### src/rtl/mux_scan_reg.sv
// Registered N-channel, W-bit multiplexer with manual select, timed auto-scan and hold.
// All outputs are registered; the scan index advances after DWELL cycles per channel.
module mux_scan_reg #(
    parameter int WIDTH    = 2,
    parameter int CHANNELS = 4,
    parameter int SEL_W    = 2,
    parameter int DWELL    = 3
) (
    input  logic                      clk,
    input  logic                      rst_n,
    input  logic [CHANNELS*WIDTH-1:0] data_in,
    input  logic [SEL_W-1:0]          sel,
    input  logic [1:0]                mode,
    output logic [WIDTH-1:0]          data_out,
    output logic [SEL_W-1:0]          chan_out,
    output logic                      valid,
    output logic                      sel_err,
    output logic                      wrap
);

    localparam int               CNT_W      = (DWELL > 1) ? $clog2(DWELL) : 1;
    localparam logic [SEL_W:0]   NUM_CH     = (SEL_W+1)'(CHANNELS);
    localparam logic [SEL_W-1:0] LAST_CH    = SEL_W'(CHANNELS - 1);
    localparam logic [CNT_W-1:0] DWELL_LAST = CNT_W'(DWELL - 1);

    localparam logic [1:0] MODE_MANUAL = 2'b00;
    localparam logic [1:0] MODE_SCAN   = 2'b01;

    logic [WIDTH-1:0] data_d, data_q;
    logic [SEL_W-1:0] chan_d, chan_q;
    logic [CNT_W-1:0] cnt_d, cnt_q;
    logic             valid_d, valid_q;
    logic             err_d, err_q;
    logic             wrap_d, wrap_q;
    logic             sel_ok, chan_ok;

    // Indices that do not name a real channel yield zero instead of reading past the bus.
    function automatic logic [WIDTH-1:0] pick(input logic [CHANNELS*WIDTH-1:0] bus,
                                              input logic [SEL_W-1:0] idx);
        logic [WIDTH-1:0] r;
        r = '0;
        for (int k = 0; k < CHANNELS; k++) begin
            if (idx == SEL_W'(k)) r = bus[k*WIDTH +: WIDTH];
        end
        return r;
    endfunction

    assign sel_ok  = {1'b0, sel} < NUM_CH;
    assign chan_ok = {1'b0, chan_q} < NUM_CH;

    always_comb begin
        data_d  = data_q;
        chan_d  = chan_q;
        cnt_d   = cnt_q;
        valid_d = valid_q;
        err_d   = err_q;
        wrap_d  = 1'b0;
        case (mode)
            MODE_MANUAL: begin
                chan_d  = sel;
                data_d  = sel_ok ? pick(data_in, sel) : '0;
                valid_d = sel_ok;
                err_d   = ~sel_ok;
                cnt_d   = '0;
            end
            MODE_SCAN: begin
                valid_d = 1'b1;
                err_d   = 1'b0;
                if (!chan_ok) begin
                    // A stale out-of-range manual index restarts the scan at channel 0.
                    chan_d = '0;
                    cnt_d  = '0;
                    data_d = pick(data_in, '0);
                end else begin
                    data_d = pick(data_in, chan_q);
                    if (cnt_q == DWELL_LAST) begin
                        cnt_d = '0;
                        if (chan_q == LAST_CH) begin
                            chan_d = '0;
                            wrap_d = 1'b1;
                        end else begin
                            chan_d = chan_q + 1'b1;
                        end
                    end else begin
                        cnt_d = cnt_q + 1'b1;
                    end
                end
            end
            default: ;
        endcase
    end

    always_ff @(posedge clk or negedge rst_n) begin
        if (!rst_n) begin
            data_q  <= '0;
            chan_q  <= '0;
            cnt_q   <= '0;
            valid_q <= 1'b0;
            err_q   <= 1'b0;
            wrap_q  <= 1'b0;
        end else begin
            data_q  <= data_d;
            chan_q  <= chan_d;
            cnt_q   <= cnt_d;
            valid_q <= valid_d;
            err_q   <= err_d;
            wrap_q  <= wrap_d;
        end
    end

    assign data_out = data_q;
    assign chan_out = chan_q;
    assign valid    = valid_q;
    assign sel_err  = err_q;
    assign wrap     = wrap_q;

endmodule

### config.mk
export PLATFORM = sky130hd
export DESIGN_NAME = mux_scan_reg
export DESIGN_NICKNAME = d
export VERILOG_FILES = /design/src/rtl/mux_scan_reg.sv
export SDC_FILE = /design/constraint.sdc
export NUM_CORES = 1
export LEC_CHECK = 0
export ABC_CLOCK_PERIOD_IN_PS = 1600
export BUFFER_PORTS_ARGS = -buffer_cell sky130_fd_sc_hd__buf_2
export CELL_PAD_IN_SITES_DETAIL_PLACEMENT = 0
export CELL_PAD_IN_SITES_GLOBAL_PLACEMENT = 1
export CORE_MARGIN = 2
export CORE_UTILIZATION = 34
export CTS_BUF_LIST = sky130_fd_sc_hd__clkbuf_16
export DETAILED_ROUTE_END_ITERATION = 8
export PLACE_DENSITY = 0.82
export SYNTH_ARGS = -nofsm -noshare
export SYNTH_HDL_FRONTEND = slang
export SYNTH_SLANG_ARGS = --single-unit
export TNS_END_PERCENT = 20
### constraint.sdc
create_clock -name clk -period 1.6 [get_ports clk]
set_input_delay 0.16 -clock clk [delete_from_list [all_inputs] [get_ports clk]]
set_output_delay 0.16 -clock clk [all_outputs]
set_load 0.005 [all_outputs]
======== Yosys cells after proc, flatten, opt, wreduce, memory -nomap -nowiden ========
Cells that the tools add are included.
word-level totals
  bits in registers ....................... 8
  bits in latches ......................... 0
  bits in writable memories ............... 0
  bits in read-only memories .............. 0
  input port bits ......................... 14
  memories kept ........................... 0
operators by class
  $add $sub $neg .......................... 2
  $mul .................................... 0
  div/mod/pow operators ................... 0
  magnitude comparators ................... 0
  equal/unequal tests ..................... 9
  shift-type cells ........................ 0
  mux-type cells .......................... 17
  bitwise operators ....................... 0
  reduce and logical (&&, ||, !) cells .... 6
operator list
  kind                                                                    number
  2-bit two-way mux                                                       11
  2-bit case mux with 2 select lines                                      3
  2-bit equality test (second input constant)                             5
  2-bit by 1-bit equality test with 1-bit output (second input constant)  3
  2-bit zero test                                                         3
  2-bit by 1-bit adder with 2-bit output (second input constant)          2
  1-bit two-way mux                                                       3
  2-bit inequality test (second input constant)                           1
  2-bit AND reduction                                                     1
  2-bit nonzero test                                                      1
  2-bit OR reduction                                                      1

======== Logic depth before layout (Yosys ltp) ========
Gate-level depths: netlist of the first run.
  depth after elaboration ................. 6
  gate-level depth with buffers ........... 5
  gate-level depth less buffers ........... 5

======== Worst setup path before layout of the first run ========
Ideal clock, no wire load.
  kind .................................... reg-to-reg
  start point ............................. reg chan_q[0] (netlist: chan_out[0])
  end point ............................... reg data_q[1] (netlist: data_out[1])
  setup time .............................. 0.132 ns
  arrival ................................. 1.302 ns
  data required time ...................... 1.468 ns
  slack ................................... 0.165 ns
  stages on the path, launching flop included .. 6
  cells stage by stage .................... dfrtp_1 > inv_1 > ha_1 > and3b_1 > a2111oi_0 > o31ai_1
on the way
  cells in the longest elaborated chain, start to end .. 6
  elaborated cells between the ends (all ways) .. 9
  classes of those cells .................. eq/ne (3); mux (5); reduce/logical (1)
ends and longest elaborated chain
  item                                    RTL line  RTL
  start: declaration                      30        logic [SEL_W-1:0] chan_d, chan_q;
  start signal: assignment                103       chan_q <= chan_d;
  2-bit zero test                         43        if (idx == SEL_W'(k)) r = bus[k*WIDTH +: WIDTH];
  2-bit two-way mux (3 in series)         43
  2-bit two-way mux (*)                   43
  2-bit case mux with 2 select lines (*)  58        case (mode)
  end signal: assignment                  102       data_q <= data_d;
  end: declaration                        29        logic [WIDTH-1:0] data_d, data_q;
Every way passes the cells marked *; elsewhere a longest branch is shown, timed or not.
A chain may end at the register's enable or synchronous reset.

======== Worst setup path in the final report of the first run ========
  start point ............................. reg chan_q[0] (netlist: chan_out[0])
  end point ............................... reg data_q[0] (netlist: data_out[0])
Same word-level chain as after synthesis.

==> results_dict.tcl, run 1 <==
set metrics [dict create \
    path_cells "buf_4, ha_1, a2111oi_0, o31ai_1" \
    netlist_area_um2 537 \
    cts_buffers 3 \
    crit_fanout 7 \
    grt_pass1_vias 442 \
    first_iter_violations 11 \
    finalSetupViolCount 0 \
    area_growth_syn_to_layout_pct 37.8 \
    netlist_top_cells_area "dfrtp_1 37%, ha_1 9.3%, mux4_2 8.4%" \
    syn_avg_cell_area_um2 10.5 \
    met1_length_um 582 \
    grt_pass1_wl_um 1990 \
    fin_crit_ns 1.48 \
    wl_per_cell_um 14.6 \
    grt_usage 0.145 \
    grt-ovfl-total 0 \
    antennaDiodeCount 0 \
    die_x_um 43.7 \
    fin_skew_ns 0.00439 \
    hold_viol 0 \
    synth_top_area_frac 0.373 \
    timing.rr.start "chan_out[0]$_DFFE_PN0P_" \
    yosysSeqAreaShare 0.373 \
    leakage_nw 0.358 \
    drive_above_1_share 0.365 \
    start_util 0.361 \
    rrSetupSlack_ns 0.12 \
    cts_max_level 1 \
    worstSkewPairLatency_ns 0.23 \
    wl_met2_um 598 \
    crit_path_end "data_out[0]$_DFFE_PN0P_" \
    num_io_pins 21 \
    numPortBuffers 19 \
    crit_slowest_cell "a2111oi_0" \
    nNetsFinal 94 \
    clockBufferDepth 2 \
    async_flop_share 1.00 \
    report.final.slew_viol_count 0 \
    grt_max_degree 13 \
    drcViolationCount 0 \
    routed_wl_um 1310 \
    rsz0062_at_grt "false" \
    critical_path_class "flop to flop" \
    post_cts_resized 0 \
    met3_length_um 112 \
    synth_edf_count 0 \
    status "complete, no violations" \
    p_per_area_nw_per_um2 1170 \
    drtAntennaViolNets 0 \
    ys_ff_latch 8 \
    dieArea_um2 1910 \
    dp_worst_setup_slack_ns 0.142 \
    worstPathRequired_ns 1.70 \
    gp_congestion 0.838 \
    endpoint_kind "flop" \
    crit_path_start_kind "flop" \
    synth_cells 51 \
    synthFlopType "dfrtp_1" \
    ys_warn_count 0 \
    cts.sinks 8 \
    cts_tree "yes" \
    ys_types 25 \
    maxUsedRoutingLayer "met4" \
    antenna_found_initial 0 \
    worstPathArrival_ns 1.58 \
    dr.pass1.iters 3 \
    die_h_um 43.7 \
    max_freq_mhz 677 \
    setup_ws_ns 0.123 \
    ff2ff_path_depth 4 \
    fp-row-count 14 \
    core_um2 1490 \
    clkSlewWorstSetupHoldPaths_ns 0.04 \
    routed_via_density 5.34 \
    synth_area_leader_cell "dfrtp_1" \
    fillers 144 \
    via_count 481 \
    dp_hpwl_um 1000 \
    syn_nets 69 \
    drv_cap 0 \
    critPathLaunch "chan_out[0]$_DFFE_PN0P_" \
    hold_path.class "input pin to flop" \
    fin_crit_sh 0.923 \
    peakVddDrop_uv 426 \
    r2r_end "data_out[0]$_DFFE_PN0P_" \
    cts_root_buf "clkbuf_16" \
    tns_ns 0 \
    worst_path_largest_cell_delay_ns 0.42 \
]
## cell type report
cell class / instances / area, µm² / share of cell area
tap: 16 / 20.0 / 0.0271
inverter: 4 / 15.0 / 0.0203
timing repair buffer: 22 / 120 / 0.162
clock buffer: 3 / 75.1 / 0.102
sequential: 8 / 200 / 0.271
multi-input combinational: 37 / 309 / 0.418
## kinds of logic after synthesis
kind of cell	Yosys count	share of synthesized area
other	1	0.00699
muxes	3	0.103
AOI/OAI and AO/OA	15	0.212
and+or+nand+nor	14	0.161
adders and majority gates	4	0.0932
buffers and inverters	6	0.0513
DFF	8	0.373
## metal layers
layer,global-route usage,vias to the layer above
met3,0.0542,2
met4,0.0727,0
met5,0,-
met2,0.209,19
met1,0.191,224
li1,-,236
## state kept, by name (all words and copies together) (netlist names)
signal	count
chan_out	2
cnt_q	2
data_out	2
valid	1
wrap	1
## stage by stage
step           area, µm²  utilization  cells  total power (W)  hold slack, ns
6_report             739        0.497     90         0.000864           0.226
5_1_grt              739        0.497     90         0.000906           0.256
4_1_cts              739        0.497     90         0.000872           0.226
3_5_place_dp         654        0.439     86         0.000444          0.0166
3_3_place_gp         654        0.439     86         0.000442          0.0144
2_1_floorplan        537            -     51         0.000362          -0.136
## cell usage after synthesis, drive strengths merged (3+ instances only)
library cell,count
a22oi,3
dfrtp,8
ha,4
inv,4
nor2b,3
o21ai,3
o31ai,3
## what timing repair did
| action | 4_1_cts | 5_1_grt |
|---|---|---|
| endpoints found under the hold margin | 8 | 0 |
| buffers inserted | 0 | 0 |
| setup endpoints to repair | 0 | 0 |
| hold buffers | 1 | 0 |
## cells in the final DEF (no fill, tap or decap), types with 3 or more instances in the layout
| cell | synthesis | final |
|---|---|---|
| buf_2 | 1 | 19 |
| clkbuf_16 | 0 | 3 |
| dfrtp_1 | 8 | 8 |
| ha_1 | 4 | 4 |
| inv_1 | 4 | 4 |
| nor2b_1 | 3 | 3 |
| o21ai_0 | 3 | 3 |
| o31ai_1 | 3 | 3 |
## worst max-delay path: cells and delay by family, from the launching register on
kind,cells,cell delay [ns]
buf+inv,1,0.16
compound gates,2,0.53
fa+ha+maj,1,0.28
flops,1,0.39
## worst min-delay path by stage
| stage | to | slack, ns | depth (start not counted) | from |
|---|---|---|---|---|
| finish | valid$_DFFE_PN0P_ | 0.23 | 2 | mode[1] |
| global route | valid$_DFFE_PN0P_ | 0.26 | 2 | mode[1] |
| CTS | valid$_DFFE_PN0P_ | 0.23 | 2 | mode[1] |
| detailed placement | data_out[1]$_DFFE_PN0P_ | 0.02 | 1 | rst_n |
| global placement | data_out[1]$_DFFE_PN0P_ | 0.01 | 1 | rst_n |
| floorplan | chan_out[0]$_DFFE_PN0P_ | -0.14 | 0 | rst_n |
## power breakdown
group | switching [W] | internal, W
combinational | 0.0000962 | 0.0000995
clock | 0.0000991 | 0.000322
sequential | 0.0000175 | 0.000229
Note: power is estimated with default switching activity, not from simulation.
==> run 2: changes to the inputs <==
--- a/config.mk
+++ b/config.mk
@@ -10,10 +10,10 @@
 export CELL_PAD_IN_SITES_DETAIL_PLACEMENT = 0
 export CELL_PAD_IN_SITES_GLOBAL_PLACEMENT = 1
 export CORE_MARGIN = 2
-export CORE_UTILIZATION = 34
-export CTS_BUF_LIST = sky130_fd_sc_hd__clkbuf_16
+export CORE_UTILIZATION = 36
+export CTS_BUF_LIST = sky130_fd_sc_hd__clkbuf_8
 export DETAILED_ROUTE_END_ITERATION = 8
-export PLACE_DENSITY = 0.82
+export PLACE_DENSITY = 0.86
 export SYNTH_ARGS = -nofsm -noshare
 export SYNTH_HDL_FRONTEND = slang
 export SYNTH_SLANG_ARGS = --single-unit
==> results_dict.tcl, run 2 (same netlist as run 1, synthesis figures left out) <==
set metrics [dict create \
    clkSlewWorstSetupHoldPaths_ns 0.04 \
    nNetsFinal 92 \
    start_util 0.398 \
    cts_max_level 1 \
    num_io_pins 21 \
    core_um2 1350 \
    drcViolationCount 0 \
    dp_worst_setup_slack_ns 0.0673 \
    finalSetupViolCount 0 \
    report.final.slew_viol_count 0 \
    cts_root_buf "clkbuf_8" \
    dp_hpwl_um 916 \
    cts.sinks 8 \
    via_count 467 \
    first_iter_violations 12 \
    fp-row-count 13 \
    dr.pass1.iters 4 \
    final_common_cell "buf_2" \
    worstSkewPairLatency_ns 0.23 \
    die_x_um 42.6 \
    max_freq_mhz 680 \
    critical_path_class "flop to flop" \
    crit_slowest_cell "dfrtp_1" \
    p_per_area_nw_per_um2 983 \
    numPortBuffers 19 \
    peakVddDrop_uv 499 \
    dieArea_um2 1820 \
    grt_pass1_vias 467 \
    grt_max_degree 13 \
    gp_congestion 0.755 \
    worst_path_largest_cell_delay_ns 0.41 \
    cts_tree "yes" \
    routed_via_density 5.37 \
    path_buf_inv 1 \
    drv_cap 0 \
    area_growth_syn_to_layout_pct 30.1 \
    fin_skew_ns 0.00210 \
    grt_usage 0.154 \
    place_area_um2 638 \
    antennaDiodeCount 0 \
    drive_above_1_share 0.375 \
    tns_ns 0 \
    antenna_found_initial 0 \
    hold_viol 0 \
    die_h_um 42.6 \
    crit_family "compound AO/OA/AOI/OAI gates" \
    crit_fanout 5 \
    worstPathRequired_ns 1.70 \
    worstPathArrival_ns 1.57 \
    setup_ws_ns 0.130 \
    path_cells "inv_1, ha_1, and3b_1, a2111oi_2, o31ai_1" \
    cts_buffers 3 \
    fin_crit_sh 0.919 \
    final_cell_area_um2 698 \
    endpoint_kind "flop" \
    final_cell_mix "19 x buf_2, 7 x dfrtp_1, 4 x inv_1, 4 x ha_1" \
    fin_crit_ns 1.47 \
    leakage_nw 0.333 \
    hold_path.class "input pin to flop" \
    wl_per_cell_um 13.9 \
    grt_pass1_wl_um 1970 \
    status "complete, no violations" \
    grt-ovfl-total 0 \
    post-cts-setup-buffers 0 \
    drtAntennaViolNets 0 \
    clockBufferDepth 2 \
    timing.hold.ws_ns 0.230 \
    routed_wl_um 1210 \
    final_util 0.517 \
    crit_path_start_kind "flop" \
]
[run 2: cell types whose count changed in the layout (fill, tap and decap cells not counted), sizes merged]
cell / before / now
buf: 21 / 19
[run 2: cell type report]
type | count | area, µm²
inverters | 4 | 15.0
multi-input cells | 37 | 317
fillers | 129 | 652
clock buffers | 3 | 41.3
well taps | 15 | 18.8
flip-flops and latches | 8 | 201
repair buffers | 20 | 105
[run 2: worst reg2reg max path, delay by kind of cell, from the launching register on]
| family | cells | cell delay [ns] |
|---|---|---|
| compound gates | 2 | 0.44 |
| flops | 1 | 0.41 |
| fa+ha+maj | 1 | 0.21 |
| simple gates | 1 | 0.20 |
| buf+inv | 1 | 0.09 |
[run 2: path summary, 6_finish.rpt]
| check | from | endpoint | slack [ns] | cells after the start |
|---|---|---|---|---|
| worst max-delay path | chan_out[1]$_DFFE_PN0P_ | data_out[1]$_DFFE_PN0P_ | 0.13 | 5 |
| worst min-delay path | mode[1] | valid$_DFFE_PN0P_ | 0.23 | 2 |
| worst max register to register | chan_out[1]$_DFFE_PN0P_ | data_out[1]$_DFFE_PN0P_ | 0.13 | 5 |
| worst min register to register | valid$_DFFE_PN0P_ | valid$_DFFE_PN0P_ | 0.46 | 1 |
| max in group asynchronous | rst_n | chan_out[0]$_DFFE_PN0P_ | 1.10 | 2 |
| min in group asynchronous | rst_n | data_out[1]$_DFFE_PN0P_ | 0.31 | 2 |
[run 2: timing repair]
item | CTS | global route
setup endpoints to repair | 0 | 2
hold endpoints to repair | 8 | 0
hold buffers | 1 | 0
gates resized for setup | 0 | 4
[run 2: per-stage QoR]
stage	total power, W	cells
floorplan	0.000362	51
global placement	0.000425	83
detailed placement	0.000428	83
CTS	0.000682	87
global route	0.000735	87
finish	0.000687	87
[run 2: layer usage]
layer  global-route usage  vias up  part of all wire
met5                    0        -                 0
met4               0.0750        0             0.012
met3               0.0690        2             0.052
met2                0.255       12              0.50
met1                0.165      224              0.44
li1                     -      229                 -
[run 2: power by group]
part / switching (W) / total, W / internal [W]
logic: 0.0000894 / 0.000185 / 0.0000958
clock network: 0.0000825 / 0.000246 / 0.000163
registers: 0.0000256 / 0.000256 / 0.000230
total: 0.000198 / 0.000687 / 0.000489
